File: src/rtl/round_ctrl_pkg.sv
// Shared types and constants for the tank-game round sequencer.
package round_pkg;

   typedef enum logic [2:0] {
      IDLE      = 3'd0,
      COUNTDOWN = 3'd1,
      PLAY      = 3'd2,
      RESPAWN   = 3'd3,
      GAMEOVER  = 3'd4,
      PAUSED    = 3'd5
   } round_state_t;

   localparam logic [7:0] KEY_ENTER = 8'd40;
   localparam logic [7:0] KEY_P     = 8'd19;

   localparam logic [1:0] WIN_NONE = 2'b00;
   localparam logic [1:0] WIN_P1   = 2'b01;
   localparam logic [1:0] WIN_P2   = 2'b10;
   localparam logic [1:0] WIN_DRAW = 2'b11;

endpackage

File: src/rtl/round_ctrl_if.sv
// Keyboard/collision inputs and tank/HUD outputs of the round sequencer.
interface round_ctrl_if;
   logic [7:0] keycode_in;
   logic       hit1;
   logic       hit2;
   logic [7:0] keycode_p1;
   logic [7:0] keycode_p2;
   logic       respawn1;
   logic       respawn2;
   logic [3:0] score1;
   logic [3:0] score2;
   logic [1:0] winner;
   logic [2:0] state;

   modport master (
      output keycode_in, hit1, hit2,
      input  keycode_p1, keycode_p2, respawn1, respawn2,
             score1, score2, winner, state
   );

   modport slave (
      input  keycode_in, hit1, hit2,
      output keycode_p1, keycode_p2, respawn1, respawn2,
             score1, score2, winner, state
   );
endinterface

File: src/rtl/round_ctrl_frame_timer.sv
// Loadable down-counter that stops at 1; done flags the final frame of a phase.
module frame_timer #(
   parameter int W = 8
) (
   input  logic         clk,
   input  logic         rst_n,
   input  logic         load,
   input  logic [W-1:0] load_val,
   input  logic         dec,
   output logic         done
);

   localparam logic [W-1:0] ONE = W'(1);

   logic [W-1:0] count_q, count_d;

   always_comb begin
      count_d = count_q;
      if (load)
         count_d = load_val;
      else if (dec && (count_q > ONE))
         count_d = count_q - ONE;
   end

   always_ff @(posedge clk or negedge rst_n) begin
      if (!rst_n)
         count_q <= '0;
      else
         count_q <= count_d;
   end

   assign done = (count_q == ONE);

endmodule

File: src/rtl/round_ctrl.sv
// Round sequencer: countdown, play, respawn and game-over phases with scoring.
// Optional pause on KEY_P when ROUND_CTRL_PAUSE_EN is defined.
module round_ctrl
   import round_pkg::*;
#(
   parameter int COUNTDOWN_FRAMES = 180,
   parameter int RESPAWN_FRAMES   = 120,
   parameter int WIN_SCORE        = 5
) (
   input logic         frame_clk,
   input logic         Reset_n,
   round_ctrl_if.slave bus
);

   localparam int TMR_MAX = (COUNTDOWN_FRAMES > RESPAWN_FRAMES) ? COUNTDOWN_FRAMES : RESPAWN_FRAMES;
   localparam int TMR_W   = $clog2(TMR_MAX + 1);
   localparam logic [TMR_W-1:0] CD_LOAD = TMR_W'(COUNTDOWN_FRAMES);
   localparam logic [TMR_W-1:0] RS_LOAD = TMR_W'(RESPAWN_FRAMES);
   localparam logic [3:0]       WIN     = 4'(WIN_SCORE);

   round_state_t state_q, state_d;
   logic [3:0]   score1_q, score1_d, score2_q, score2_d;
   logic [1:0]   winner_q, winner_d;
   logic [7:0]   keycode_q, keycode_d;
   logic         resp1_q, resp1_d, resp2_q, resp2_d;
   logic         hist1_q, hist2_q;
   logic         edge1, edge2, enter;
   logic [3:0]   s1_inc, s2_inc;
   logic         tmr_load, tmr_dec, tmr_done;
   logic [TMR_W-1:0] tmr_val;

`ifdef ROUND_CTRL_PAUSE_EN
   logic pkey_q, p_press;
   assign p_press = (bus.keycode_in == KEY_P) && !pkey_q;
`endif

   assign edge1  = bus.hit1 & ~hist1_q;
   assign edge2  = bus.hit2 & ~hist2_q;
   assign enter  = (bus.keycode_in == KEY_ENTER);
   // A hit on tank 1 is a point for player 2 and vice versa.
   assign s1_inc = score1_q + {3'b000, edge2};
   assign s2_inc = score2_q + {3'b000, edge1};

   frame_timer #(.W(TMR_W)) u_timer (
      .clk      (frame_clk),
      .rst_n    (Reset_n),
      .load     (tmr_load),
      .load_val (tmr_val),
      .dec      (tmr_dec),
      .done     (tmr_done)
   );

   always_comb begin
      state_d  = state_q;
      score1_d = score1_q;
      score2_d = score2_q;
      winner_d = winner_q;
      resp1_d  = 1'b0;
      resp2_d  = 1'b0;
      tmr_load = 1'b0;
      tmr_dec  = 1'b0;
      tmr_val  = CD_LOAD;
      case (state_q)
         IDLE, GAMEOVER: begin
            if (enter) begin
               state_d  = COUNTDOWN;
               tmr_load = 1'b1;
               score1_d = 4'd0;
               score2_d = 4'd0;
               winner_d = WIN_NONE;
               resp1_d  = 1'b1;
               resp2_d  = 1'b1;
            end
         end
         COUNTDOWN, RESPAWN: begin
            if (tmr_done) state_d = PLAY;
            else          tmr_dec = 1'b1;
         end
         PLAY: begin
            if (edge1 || edge2) begin
               score1_d = s1_inc;
               score2_d = s2_inc;
               resp1_d  = edge1;
               resp2_d  = edge2;
               if ((s1_inc == WIN) || (s2_inc == WIN)) begin
                  state_d  = GAMEOVER;
                  winner_d = {s2_inc == WIN, s1_inc == WIN};
               end else begin
                  state_d  = RESPAWN;
                  tmr_load = 1'b1;
                  tmr_val  = RS_LOAD;
               end
            end
`ifdef ROUND_CTRL_PAUSE_EN
            else if (p_press) begin
               state_d = PAUSED;
            end
`endif
         end
`ifdef ROUND_CTRL_PAUSE_EN
         PAUSED: begin
            if (p_press) state_d = PLAY;
         end
`endif
         default: state_d = IDLE;
      endcase
      // Gate on the next state so keycodes are live only while PLAY is visible.
      keycode_d = (state_d == PLAY) ? bus.keycode_in : 8'd0;
   end

   always_ff @(posedge frame_clk or negedge Reset_n) begin
      if (!Reset_n) begin
         state_q   <= IDLE;
         score1_q  <= 4'd0;
         score2_q  <= 4'd0;
         winner_q  <= WIN_NONE;
         keycode_q <= 8'd0;
         resp1_q   <= 1'b0;
         resp2_q   <= 1'b0;
         hist1_q   <= 1'b0;
         hist2_q   <= 1'b0;
      end else begin
         state_q   <= state_d;
         score1_q  <= score1_d;
         score2_q  <= score2_d;
         winner_q  <= winner_d;
         keycode_q <= keycode_d;
         resp1_q   <= resp1_d;
         resp2_q   <= resp2_d;
         hist1_q   <= bus.hit1;
         hist2_q   <= bus.hit2;
      end
   end

`ifdef ROUND_CTRL_PAUSE_EN
   always_ff @(posedge frame_clk or negedge Reset_n) begin
      if (!Reset_n) pkey_q <= 1'b0;
      else          pkey_q <= (bus.keycode_in == KEY_P);
   end
`endif

   assign bus.keycode_p1 = keycode_q;
   assign bus.keycode_p2 = keycode_q;
   assign bus.respawn1   = resp1_q;
   assign bus.respawn2   = resp2_q;
   assign bus.score1     = score1_q;
   assign bus.score2     = score2_q;
   assign bus.winner     = winner_q;
   assign bus.state      = state_q;

endmodule

File: src/flat_wrapper.sv
// flat-port wrapper written by rule: the top's interface ports become plain ports
module round_ctrl_flat import round_pkg::*;
#(
   parameter int COUNTDOWN_FRAMES = 180,
   parameter int RESPAWN_FRAMES   = 120,
   parameter int WIN_SCORE        = 5
)
  (frame_clk, Reset_n, bus_keycode_in, bus_hit1, bus_hit2, bus_keycode_p1, bus_keycode_p2, bus_respawn1, bus_respawn2, bus_score1, bus_score2, bus_winner, bus_state);
  round_ctrl_if bus_i ();
  input logic frame_clk;
  input logic Reset_n;
  input wire logic [$bits(bus_i.keycode_in)-1:0] bus_keycode_in;
  input wire logic [$bits(bus_i.hit1)-1:0] bus_hit1;
  input wire logic [$bits(bus_i.hit2)-1:0] bus_hit2;
  output wire logic [$bits(bus_i.keycode_p1)-1:0] bus_keycode_p1;
  output wire logic [$bits(bus_i.keycode_p2)-1:0] bus_keycode_p2;
  output wire logic [$bits(bus_i.respawn1)-1:0] bus_respawn1;
  output wire logic [$bits(bus_i.respawn2)-1:0] bus_respawn2;
  output wire logic [$bits(bus_i.score1)-1:0] bus_score1;
  output wire logic [$bits(bus_i.score2)-1:0] bus_score2;
  output wire logic [$bits(bus_i.winner)-1:0] bus_winner;
  output wire logic [$bits(bus_i.state)-1:0] bus_state;
  assign bus_i.keycode_in = bus_keycode_in;
  assign bus_i.hit1 = bus_hit1;
  assign bus_i.hit2 = bus_hit2;
  assign bus_keycode_p1 = bus_i.keycode_p1;
  assign bus_keycode_p2 = bus_i.keycode_p2;
  assign bus_respawn1 = bus_i.respawn1;
  assign bus_respawn2 = bus_i.respawn2;
  assign bus_score1 = bus_i.score1;
  assign bus_score2 = bus_i.score2;
  assign bus_winner = bus_i.winner;
  assign bus_state = bus_i.state;
  round_ctrl #(.COUNTDOWN_FRAMES(COUNTDOWN_FRAMES), .RESPAWN_FRAMES(RESPAWN_FRAMES), .WIN_SCORE(WIN_SCORE)) u_core (.frame_clk(frame_clk), .Reset_n(Reset_n), .bus(bus_i));
endmodule
File: config.mk
export PLATFORM = sky130hd
export DESIGN_NAME = round_ctrl_flat
export DESIGN_NICKNAME = d
export VERILOG_FILES = /design/src/rtl/round_ctrl_pkg.sv /design/src/rtl/round_ctrl_if.sv /design/src/rtl/round_ctrl_frame_timer.sv /design/src/rtl/round_ctrl.sv /design/src/flat_wrapper.sv
export SDC_FILE = /design/constraint.sdc
export NUM_CORES = 1
export LEC_CHECK = 0
export BUFFER_PORTS_ARGS = -buffer_cell sky130_fd_sc_hd__buf_2
export CORE_MARGIN = 4
export CORE_UTILIZATION = 46
export CTS_CLUSTER_SIZE = 24
export DETAILED_ROUTE_END_ITERATION = 16
export GPL_ROUTABILITY_DRIVEN = 1
export PLACE_DENSITY_LB_ADDON = 0.1
export SYNTH_ARGS = -nofsm -noshare
export SYNTH_HDL_FRONTEND = slang
export SYNTH_SLANG_ARGS = --single-unit
File: constraint.sdc
create_clock -name frame_clk -period 1.7 [get_ports frame_clk]
set_input_delay 0 -clock frame_clk [delete_from_list [all_inputs] [get_ports frame_clk]]
set_output_delay 0 -clock frame_clk [all_outputs]
set_load 0.005 [all_outputs]
=== Word-level counts from Yosys, hierarchy flattened ===
Index checks and enable logic that the tools add are counted.

* Order comparisons: 1
* Equal/unequal tests: 12
* Multiplexer cells: 30
* Add/subtract/negate cells: 3
* Bitwise operators: 4
* Reduce and logical (&&, ||, !) cells: 10

{| class="wikitable"
|+ Operator list
! cell !! number
|-
| 2-to-1 mux 8 bit || 6
|-
| one-hot mux 4 bit (2 select lines) || 2
|-
| 2-to-1 mux 3 bit || 4
|-
| 2-to-1 mux 4 bit || 3
|-
| equality test 3 x 2 -> 1 bit (second input constant) || 3
|-
| one-hot mux 3 bit (3 select lines) || 1
|-
| adder 4 x 1 -> 4 bit || 2
|-
| equality test 4 x 3 -> 1 bit (second input constant) || 2
|-
| equality test 8 x 1 -> 1 bit (second input constant) || 1
|-
| equality test 8 x 6 -> 1 bit (second input constant) || 1
|-
| > comparator 8 x 1 -> 1 bit (second input constant) || 1
|-
| subtractor 8 x 1 -> 8 bit (second input constant) || 1
|-
| 2-to-1 mux 1 bit || 7
|-
| 2-to-1 mux 2 bit || 3
|-
| != test 2 x 1 -> 1 bit (second input constant) || 3
|-
| one-hot mux 1 bit (2 select lines) || 3
|-
| one-hot mux 2 bit (2 select lines) || 1
|-
| AND reduction 4 bit || 1
|-
| nonzero test 2 bit || 2
|-
| OR reduction 2 bit || 2
|-
| equality test 3 x 1 -> 1 bit (second input constant) || 1
|-
| equality test 3 bit (second input constant) || 1
|-
| zero test 3 bit || 1
|-
| AND reduction 3 bit || 1
|-
| 4 further kinds || 7
|}

* Flip-flop bits (word level): 33
* Output and inout bits: 31
* Input port bits: 12
* Word-level logic and storage cells: 70

=== Logic depth before layout (Yosys ltp) ===
Gate-level depths: netlist of run 1.

* Depth in word-level cells: 10
* Mapped depth: 8
* Depth with buffers taken out: 8

=== Cells and area by module ===
From an unflattened synthesis of run 1, not the netlist that was laid out.

* Cell total of the unflattened synthesis: 162
* Area, all modules: 1746.7 µm²

{| class="wikitable"
|+ Modules (own cells, without submodules)
! module !! sequential area each (µm²) !! instances !! area an instance (µm²) !! cells an instance
|-
| round_ctrl || 625.6 || 1 || 1191.1 || 103
|-
| frame_timer || 200.2 || 1 || 555.5 || 59
|}

=== Worst setup path after synthesis of run 1 ===
OpenSTA, ideal clock, no wires.

* Path kind: register -> register
* Start point: register u_core.hist1_q
* End point: register u_core.u_timer.count_q[5]
* Library setup time: 0.141 ns
* Clock period less this slack: 1.876 ns
* Cell stages (with the launch flop): 9
* Slack: -0.176 ns
* Arrival time: 1.735 ns
* Data required time: 1.559 ns
* Path buffers: 0
* Path through: dfrtp_1 -> nand2b_1 -> inv_1 -> ha_1 -> ha_1 -> xor2_1 -> nand3b_1 -> o22ai_1 -> o211ai_1

* Cells in the longest elaborated chain, start to end: 9
* Elaborated cells on any way between the ends: 13
* Those cells by class: add/sub: 1; eq/ne: 1; mux: 6; bitwise: 2; reduce/logical: 3

{| class="wikitable"
|+ Ends and longest elaborated chain
! what !! RTL line !! RTL
|-
| start: declaration || round_ctrl.sv:26 || <nowiki>logic hist1_q, hist2_q;</nowiki>
|-
| start signal: assignment || round_ctrl.sv:130 || <nowiki>hist1_q <= bus.hit1;</nowiki>
|-
| inverter 1 bit * || round_ctrl.sv:37 || <nowiki>assign edge1 = bus.hit1 & ~hist1_q;</nowiki>
|-
| AND 1 bit * || round_ctrl.sv:37 ||
|-
| adder 4 x 1 -> 4 bit || round_ctrl.sv:42 || <nowiki>assign s2_inc = score2_q + {3'b000, edge1};</nowiki>
|-
| equality test 4 x 3 -> 1 bit || round_ctrl.sv:85 || <nowiki>if ((s1_inc == WIN) || (s2_inc == WIN)) begin</nowiki>
|-
| logical OR 1 bit || round_ctrl.sv:85 ||
|-
| 2-to-1 mux 1 bit || round_ctrl.sv:85 ||
|-
| 2-to-1 mux 1 bit || round_ctrl.sv:80 || <nowiki>if (edge1 || edge2) begin</nowiki>
|-
| one-hot mux 1 bit (2 select lines) || round_ctrl.sv:63 || <nowiki>case (state_q)</nowiki>
|-
| 2-to-1 mux 8 bit or nonzero test 2 bit (tied branches) || - ||
|-
| end signal: assignment || round_ctrl_frame_timer.sv:29 || <nowiki>count_q <= count_d;</nowiki>
|-
| end: declaration || round_ctrl_frame_timer.sv:15 || <nowiki>logic [W-1:0] count_q, count_d;</nowiki>
|}

Every way passes the cells marked *; elsewhere a longest branch is shown, timed or not.
A chain may end at the register's enable or synchronous reset.

=== Worst setup path after layout of run 1 ===
* Start point: register u_core.hist2_q
* End point: register u_core.u_timer.count_q[7]

* Cells in the longest elaborated chain, start to end: 9
* Elaborated cells on any way between the ends: 14
* Those cells by class: add/sub: 1; eq/ne: 1; mux: 7; bitwise: 2; reduce/logical: 3

{| class="wikitable"
|+ Ends and longest elaborated chain
! what !! RTL line !! RTL
|-
| start: declaration || round_ctrl.sv:26 ||
|-
| start signal: assignment || round_ctrl.sv:131 || <nowiki>hist2_q <= bus.hit2;</nowiki>
|-
| inverter 1 bit * || round_ctrl.sv:38 || <nowiki>assign edge2 = bus.hit2 & ~hist2_q;</nowiki>
|-
| AND 1 bit * || round_ctrl.sv:38 ||
|-
| adder 4 x 1 -> 4 bit || round_ctrl.sv:41 || <nowiki>assign s1_inc = score1_q + {3'b000, edge2};</nowiki>
|-
| equality test 4 x 3 -> 1 bit || round_ctrl.sv:85 ||
|-
| logical OR 1 bit || round_ctrl.sv:85 ||
|-
| 2-to-1 mux 1 bit or 2-to-1 mux 8 bit (tied branches) || round_ctrl.sv:85 ||
|-
| 2-to-1 mux 1 bit or 2-to-1 mux 8 bit (tied branches) || round_ctrl.sv:80 ||
|-
| one-hot mux 1 bit (2 select lines) or 2-to-1 mux 8 bit (tied branches) || round_ctrl.sv:63 ||
|-
| 2-to-1 mux 8 bit or nonzero test 2 bit (tied branches) || - ||
|}

Marks and branches as above.

==> results of run 1 <==
[cell type report]
| class | instances | area [sq um] |
|---|---|---|
| Clock buffer | 5 | 68.8 |
| Clock inverter | 3 | 65.1 |
| Fill cell | 276 | 1100 |
| Inverter | 5 | 23.8 |
| Multi-Input combinational cell | 119 | 962 |
| Sequential cell | 33 | 826 |
| Tap cell | 48 | 60.1 |
| Timing Repair Buffer | 82 | 554 |
[registers in the layout (all words and copies together) (netlist names)]
register and count:
u_core.bus.state 3, u_core.bus.score2 4, u_core.bus.winner 2, u_core.hist1_q 1, u_core.bus.keycode_p1 8, u_core.bus.respawn1 1
u_core.bus.respawn2 1, u_core.u_timer.count_q 8, u_core.bus.score1 4, u_core.hist2_q 1
[power by group]
part	switching (W)	total, W	internal, W
clock network	0.000298	0.000880	0.000583
logic	0.000559	0.00116	0.000602
registers	0.000188	0.00115	0.000965
[cells in the mapped netlist, types with 2 or more instances]
library cell	n
mux2i_1	4
and2_2	6
mux2_2	2
nand2b_1	2
dfrtp_1	33
nor4b_1	2
o22ai_1	4
nor3_1	6
o221ai_1	2
nand3_1	16
ha_1	6
a21oi_1	2
and3_1	2
nor2b_1	2
inv_1	5
or3_1	3
xnor2_1	3
nand2_1	15
o31ai_1	2
and2_1	4
o21ai_0	7
nor2_1	3
xor2_1	3
nand3b_1	3
o31a_1	2
clkbuf_1	2
buf_4	8
[layer usage]
metal / track usage [%] / routed length [um]
met5: 0 / 0
met3: 5.80 / 224
met4: 6.60 / 54
met2: 31.7 / 2180
met1: 23.9 / 1930
[tightest hold or removal path, stage by stage]
cell	delay, ps
buf_2	90
nor4b_1	70
nand2_1	70
a32o_1	150
[path summary, 6_finish.rpt]
kind	from	to	slack, ps
worst max register to register	u_core.hist2_q$_DFF_PN0_	u_core.u_timer.count_q[7]$_DFFE_PN0P_	-180
worst max-delay path	u_core.hist2_q$_DFF_PN0_	u_core.u_timer.count_q[7]$_DFFE_PN0P_	-180
worst min register to register	u_core.bus.score2[3]$_DFFE_PN0P_	u_core.bus.score2[3]$_DFFE_PN0P_	550
min in group asynchronous	Reset_n	u_core.bus.keycode_p1[0]$_DFF_PN0_	310
max in group asynchronous	Reset_n	u_core.bus.respawn2$_DFF_PN0_	910
worst min-delay path	bus_keycode_in[1]	u_core.bus.state[2]$_DFF_PN0_	130
[cell families after synthesis]
| kind of cell | after synthesis |
|---|---|
| buffers and inverters | 17 |
| DFF | 33 |
| AOI/OAI and AO/OA | 31 |
| and+or+nand+nor | 70 |
| xor gates and xnor gates | 6 |
| adders and majority gates | 6 |
| muxes | 6 |
[metrics by stage]
stage | hold WS, ps | utilization (%) | setup TNS [ps] | total power, W | area [sq um]
floorplan | -296 | - | 0 | 0.00178 | 1830
detailed placement | 107 | 60.6 | -249 | 0.00222 | 2220
finish | 128 | 69.9 | -732 | 0.00320 | 2560
global route | 149 | 69.9 | -2030 | 0.00342 | 2560
CTS | 118 | 67.7 | -187 | 0.00313 | 2480
global placement | 88.9 | 60.6 | -11.4 | 0.00218 | 2220
[repair_timing]
item                                   in CTS  in global routing
hold buffers                               11                  0
resized for setup                           2                 14
setup buffers                               1                  4
setup endpoints to repair                  18                 23
endpoints found under the hold margin      43                  0
pin swaps                                   1                  7
==> run metrics, run 1 <==
#FFs+latches synth=33; Syn Nets=187; vias in the first global route=1575; layout cells sized above 1=47.4%; Starting Density=47.8%; Worst Max-Slew Pin Slew=744 ps; CP Data Required Time=1900 ps; Die Y=69.7 um; core footprint=3660 sq um; first-pass iteration count of the detailed router=4; Max rail drop VDD=0.000788 V; most frequent cells in the layout=buf_2, dfrtp_1, buf_4, nand3_1, nand2_1; Via density=5.21; Row Count=22; PortBufs=42; pwr dens=1250 nW/um^2; largest fanout on the critical path=5; max_cap viols=0; Die Area=4850 sq um; number of DRC markers in iteration 0=66; WHS Path Cells=4; worst path cell trace=nand2b_4, inv_4, ha_4, ha_4, xor2_1, nand3b_1, o22a_1, buf_4, a211oi_2; clock sinks=33; area leader, netlist=dfrtp_1; multiplexer area fraction after synthesis=3.58%; reg2reg path depth=9; Startpoint Class=flop; Final Non-Filler Cells=295; critical path depth=9; main combinational cell family by area after synthesis=simple AND/OR/NAND/NOR gates; placed cells=271; worst path buffer plus inverter count=2; DRC Markers=0; pin count of the biggest net entering global routing=34; post-synthesis sequential area ratio=47.2%; min Tclk post-route=1880 ps; CTS tree=yes; Max Slew Vio Count=0; ys async rst share=100%; synthesis-to-finish area growth=46.4%; share of Yosys cell area claimed by the top area cell type=47.2%; critical path capture point type=flop; total track usage=19.2%; simple-gate area share of the yosys netlist=23.0%; top cells by area, synth=dfrtp_1, nand3_1, ha_1, buf_4, nand2_1; Avg Cell Area, Syn=10.4 sq um; pre-CTS WS=-56.2 ps; Die Span X=69.7 um; failing checks=setup timing; RSZ-0062 raised after global routing=true; slowest CP cell=dfrtp_1; Crit path top cell by count=ha_4; mapped cell area=1750 sq um; RePlAce Congestion=0.848; crit-path max cell delay=360 ps; status=finished with violations; xor/xnor share of the synthesized area=3.00%; antenna violations before repair=0; fin crit share=111%; Worst-Skew Late Latency=290 ps; Adder-Cell Fraction of Synth Area=4.29%; post-route ant nets=0; total CTS buffers=5; commonest non-fill, non-tap cell in the layout=buf_2; CP top delay family=compound AO/OA/AOI/OAI gates; Worst Hold Class=in2reg; Synth Flop Type=dfrtp_1; clock skew=6.78 ps; DP Wirelength=3080 um; first-pass GRT wire length=7500 um; CP Class=reg2reg; relative slew slack=50.4%; EDFF count, synth=0; total of warnings raised by yosys=0; WP data arrival=2080 ps; setup ws final=-181 ps; Nets=264; H-tree Lvls=2; final hold violations=0; Setup violations, final=11; f_max=532 MHz; post-synthesis compound-gate area fraction=13.4%; clk root buf=clkbuf_8; vias=1538; Distinct cells, synth=47; grt ovf=0; clock buffer depth=2; Leak=1.27 nW; CTS clk-pin slew, worst paths=80 ps; drt wl/cell=14.9 um; Post-Route WL=4390 um; Synth Instances=169; Ports=43; ant diodes=0
(Power assumes the default switching activity.)
==> inputs of run 2 (changes only) <==
--- a/config.mk
+++ b/config.mk
@@ -5,6 +5,8 @@
 export SDC_FILE = /design/constraint.sdc
 export NUM_CORES = 1
 export LEC_CHECK = 0
+export ABC_AREA = 1
+export ABC_CLOCK_PERIOD_IN_PS = 1700
 export BUFFER_PORTS_ARGS = -buffer_cell sky130_fd_sc_hd__buf_2
 export CORE_MARGIN = 4
 export CORE_UTILIZATION = 46
==> run 2 against run 1 <==
The run still ends with setup timing left; combinational power fell by 92%; sequential cell count did not move; register-to-register slack improved by 100 ps; global-route usage fell by 1.8 points; critical path depth rose by 1; clock power fell by 36%; utilization fell by 2.6 points; cell area fell by 3.0%; highest routed layer unchanged.
==> run metrics, run 2 <==
most instantiated cells after synthesis=nand2_1, dfrtp_1, inv_1; total track usage=17.4% (-1.8 points); Syn Nets=232 (+24%); Die Y=70.2 um (+0.70%); sequential share of power=54.8% (+19 points); Comb pwr share=6.5% (-30 points); grt ovf=0 (unchanged); Fin Setup TNS=-807 ps (-75.1 ps); most frequent cells in the layout=buf_2, nand2_1, dfrtp_1, inv_1, nor2_1; post-synthesis sequential area ratio=46.5% (-0.73 points); Worst-Skew Late Latency=280 ps (about the same); internal power=0.00112 W (-48%); H-tree Lvls=2 (unchanged); Setup violations, final=19 (+8); Via density=4.72 (-9.5%); Leak=1.34 nW (+5.3%); failing checks=setup timing; min Tclk post-route=1780 ps (-101 ps); DRC Markers=0 (unchanged); core footprint=3690 sq um (+0.75%); largest fanout on the critical path=8 (+3); DP Wirelength=2630 um (-15%); critical path capture point type=flop; hold_sp=bus_hit2; number of DRC markers in iteration 0=36 (-45%); R2R setup slack=-80 ps (+100 ps); CP Class=reg2reg; WHS Path Cells=5 (+1); share of Yosys cell area claimed by the top area cell type=46.5% (-0.73 points); first-pass GRT wire length=6800 um (-9.3%); drt wl/cell=12.4 um (-17%); Max Slew Vio Count=0 (unchanged); antenna violations before repair=0 (unchanged); f_max=562 MHz (+5.7%); pin count of the biggest net entering global routing=34 (unchanged); status=finished with violations; placed cells=307 (+13%); final core occ=67.3% (-2.6 points); register area=826 sq um (unchanged); mapped cell area=1780 sq um (+1.6%); multi-input logic area=885 sq um (-8.1%); Ports=43 (unchanged); fin crit share=105% (-6.0 points); CTS tree=yes; #FFs+latches synth=33 (unchanged); Worst Max-Slew Pin Slew=721 ps (-23.1 ps); sw frac=22.1% (-11 points); Worst Hold Class=in2reg; max_cap viols=0 (unchanged); most frequent cell after synthesis=nand2_1; Worst Hold End=u_core.bus.respawn2$_DFF_PN0_; FF-to-FF End=u_core.bus.keycode_p1[3]$_DFF_PN0_; Starting Density=48.2% (+0.39 points); total CTS buffers=5 (unchanged); Final Non-Filler Cells=336 (+14%); Avg Cell Area, Syn=8.30 sq um (-20%); relative slew slack=51.9% (+1.5 points); clock skew=6.86 ps (+0.0829 ps); WP data arrival=1990 ps (-90 ps); top cells by area, synth=dfrtp_1, nand2_1, inv_1, nor2_1, ha_1; Synth Flop Type=dfrtp_1; commonest non-fill, non-tap cell in the layout=buf_2; ys async rst share=100% (unchanged); setup ws final=-79.4 ps (+101 ps); Startpoint Class=flop; final hold violations=0 (unchanged); Max rail drop VDD=0.000380 V (-52%); RSZ-0062 raised after global routing=true; worst r2r src=u_core.hist1_q$_DFF_PN0_; ant diodes=0 (unchanged); pwr dens=580 nW/um^2 (-53%); RePlAce Congestion=0.792 (-6.7%); layout cells sized above 1=40.3% (-7.1 points); vias in the first global route=1509 (-4.2%); first-pass iteration count of the detailed router=4 (unchanged); reg2reg path depth=10 (+1); Distinct cells, synth=27 (-43%); vias=1586 (+3.1%); CTS clk-pin slew, worst paths=70 ps (about the same); Die Area=4920 sq um (+1.4%); clock sinks=33 (unchanged); clk root buf=clkbuf_8; Fillers=302 (+9.4%); power share of the clock group=38.7% (+11 points); Post-Route WL=4160 um (-5.2%); area leader, netlist=dfrtp_1; Nets=305 (+16%); Die Span X=70.2 um (+0.70%); DP Area=2070 sq um (-6.7%); CP Data Required Time=1910 ps (about the same); EDFF count, synth=0 (unchanged); total of warnings raised by yosys=0 (unchanged); Switch Pwr=0.000319 W (-69%); design area=2480 sq um (-3.0%); Row Count=22 (unchanged); post-route ant nets=0 (unchanged); synthesis-to-finish area growth=39.8%; PortBufs=42 (unchanged); Synth Instances=214 (+27%); clock buffer depth=2 (unchanged)
run 2: changes by cell type after synthesis, sizes merged, moves of 3 or more:
| cell | previous run | this run |
|---|---|---|
| nand2 | 15 | 52 |
| nor2 | 3 | 33 |
| inv | 5 | 32 |
| and2 | 10 | 0 |
| nand4 | 0 | 6 |
| mux2i | 4 | 0 |
| nor3 | 6 | 2 |
| o21ai | 8 | 12 |
| or3 | 4 | 0 |
| clkbuf | 3 | 0 |
| nand3b | 3 | 0 |
run 2: logic make-up after synthesis:
family,share of synthesized area (%)
simple gates,30.4
compound gates,5.14
flops,46.5
buf+inv,11.3
xor+xnor,2.47
fa+ha+maj,4.23
run 2: power by group through the flow:
stage | clock [W] | sequential (W) | combinational, W
finish | 0.000559 | 0.000790 | 0.0000935
global route | 0.000615 | 0.000789 | 0.000106
CTS | 0.000576 | 0.000789 | 0.0000788
detailed placement | 0 | 0.000803 | 0.0000570
global placement | 0 | 0.000803 | 0.0000571
floorplan | 0 | 0.000803 | 0.0000202
run 2: timing repair:
item,4_1_cts,5_1_grt
hold endpoints to repair,43,0
hold buffers,11,0
pin swaps,19,15
setup endpoints to repair,21,22
buffers inserted,10,2
gates resized for setup,15,23
run 2: worst max-delay path by stage:
stage	from	slack, ps	to
after floorplan	u_core.hist1_q$_DFF_PN0_	20	u_core.u_timer.count_q[4]$_DFFE_PN0P_
after global placement	u_core.hist1_q$_DFF_PN0_	-190	u_core.u_timer.count_q[6]$_DFFE_PN0P_
after detailed placement	u_core.hist1_q$_DFF_PN0_	-210	u_core.u_timer.count_q[3]$_DFFE_PN0P_
after CTS	u_core.hist1_q$_DFF_PN0_	-80	u_core.bus.keycode_p1[5]$_DFF_PN0_
after global routing	u_core.hist2_q$_DFF_PN0_	-210	u_core.bus.keycode_p1[0]$_DFF_PN0_
final	u_core.hist1_q$_DFF_PN0_	-80	u_core.bus.keycode_p1[3]$_DFF_PN0_
run 2: metrics by stage:
| step | total power (W) | setup slack, ps | hold WS [ps] |
|---|---|---|---|
| 2_1_floorplan | 0.000823 | 23.3 | -296 |
| 3_3_place_gp | 0.000860 | -190 | 105 |
| 3_5_place_dp | 0.000860 | -214 | 106 |
| 4_1_cts | 0.00144 | -77.7 | 70.5 |
| 5_1_grt | 0.00151 | -213 | 131 |
| 6_report | 0.00144 | -79.4 | 95.3 |
run 2: cell type report:
| type | instances | area share [%] |
|---|---|---|
| clock buffers | 8 | 3.22 |
| flip-flops and latches | 33 | 33.2 |
| repair buffers | 76 | 20.5 |
| inverters | 33 | 5.04 |
| well taps | 48 | 2.42 |
| multi-input cells | 138 | 35.6 |
run 2: worst max-delay path, cell delays in order (launching register included):
cell and delay, ps:
dfrtp_1 420, nor2_4 170, ha_4 160, ha_4 190
inv_2 60, nand2_2 50, nor2_4 120, nand2_4 80
nand3_4 150, nand4_4 180, nor2_1 140
run 2: layer usage:
metal	GRT usage [%]	vias up	share of wire [%]
li1	-	811	-
met1	21.7	734	43
met2	28.9	37	50
met3	4.17	4	5.1
met4	7.02	0	1.1
met5	0	-	0
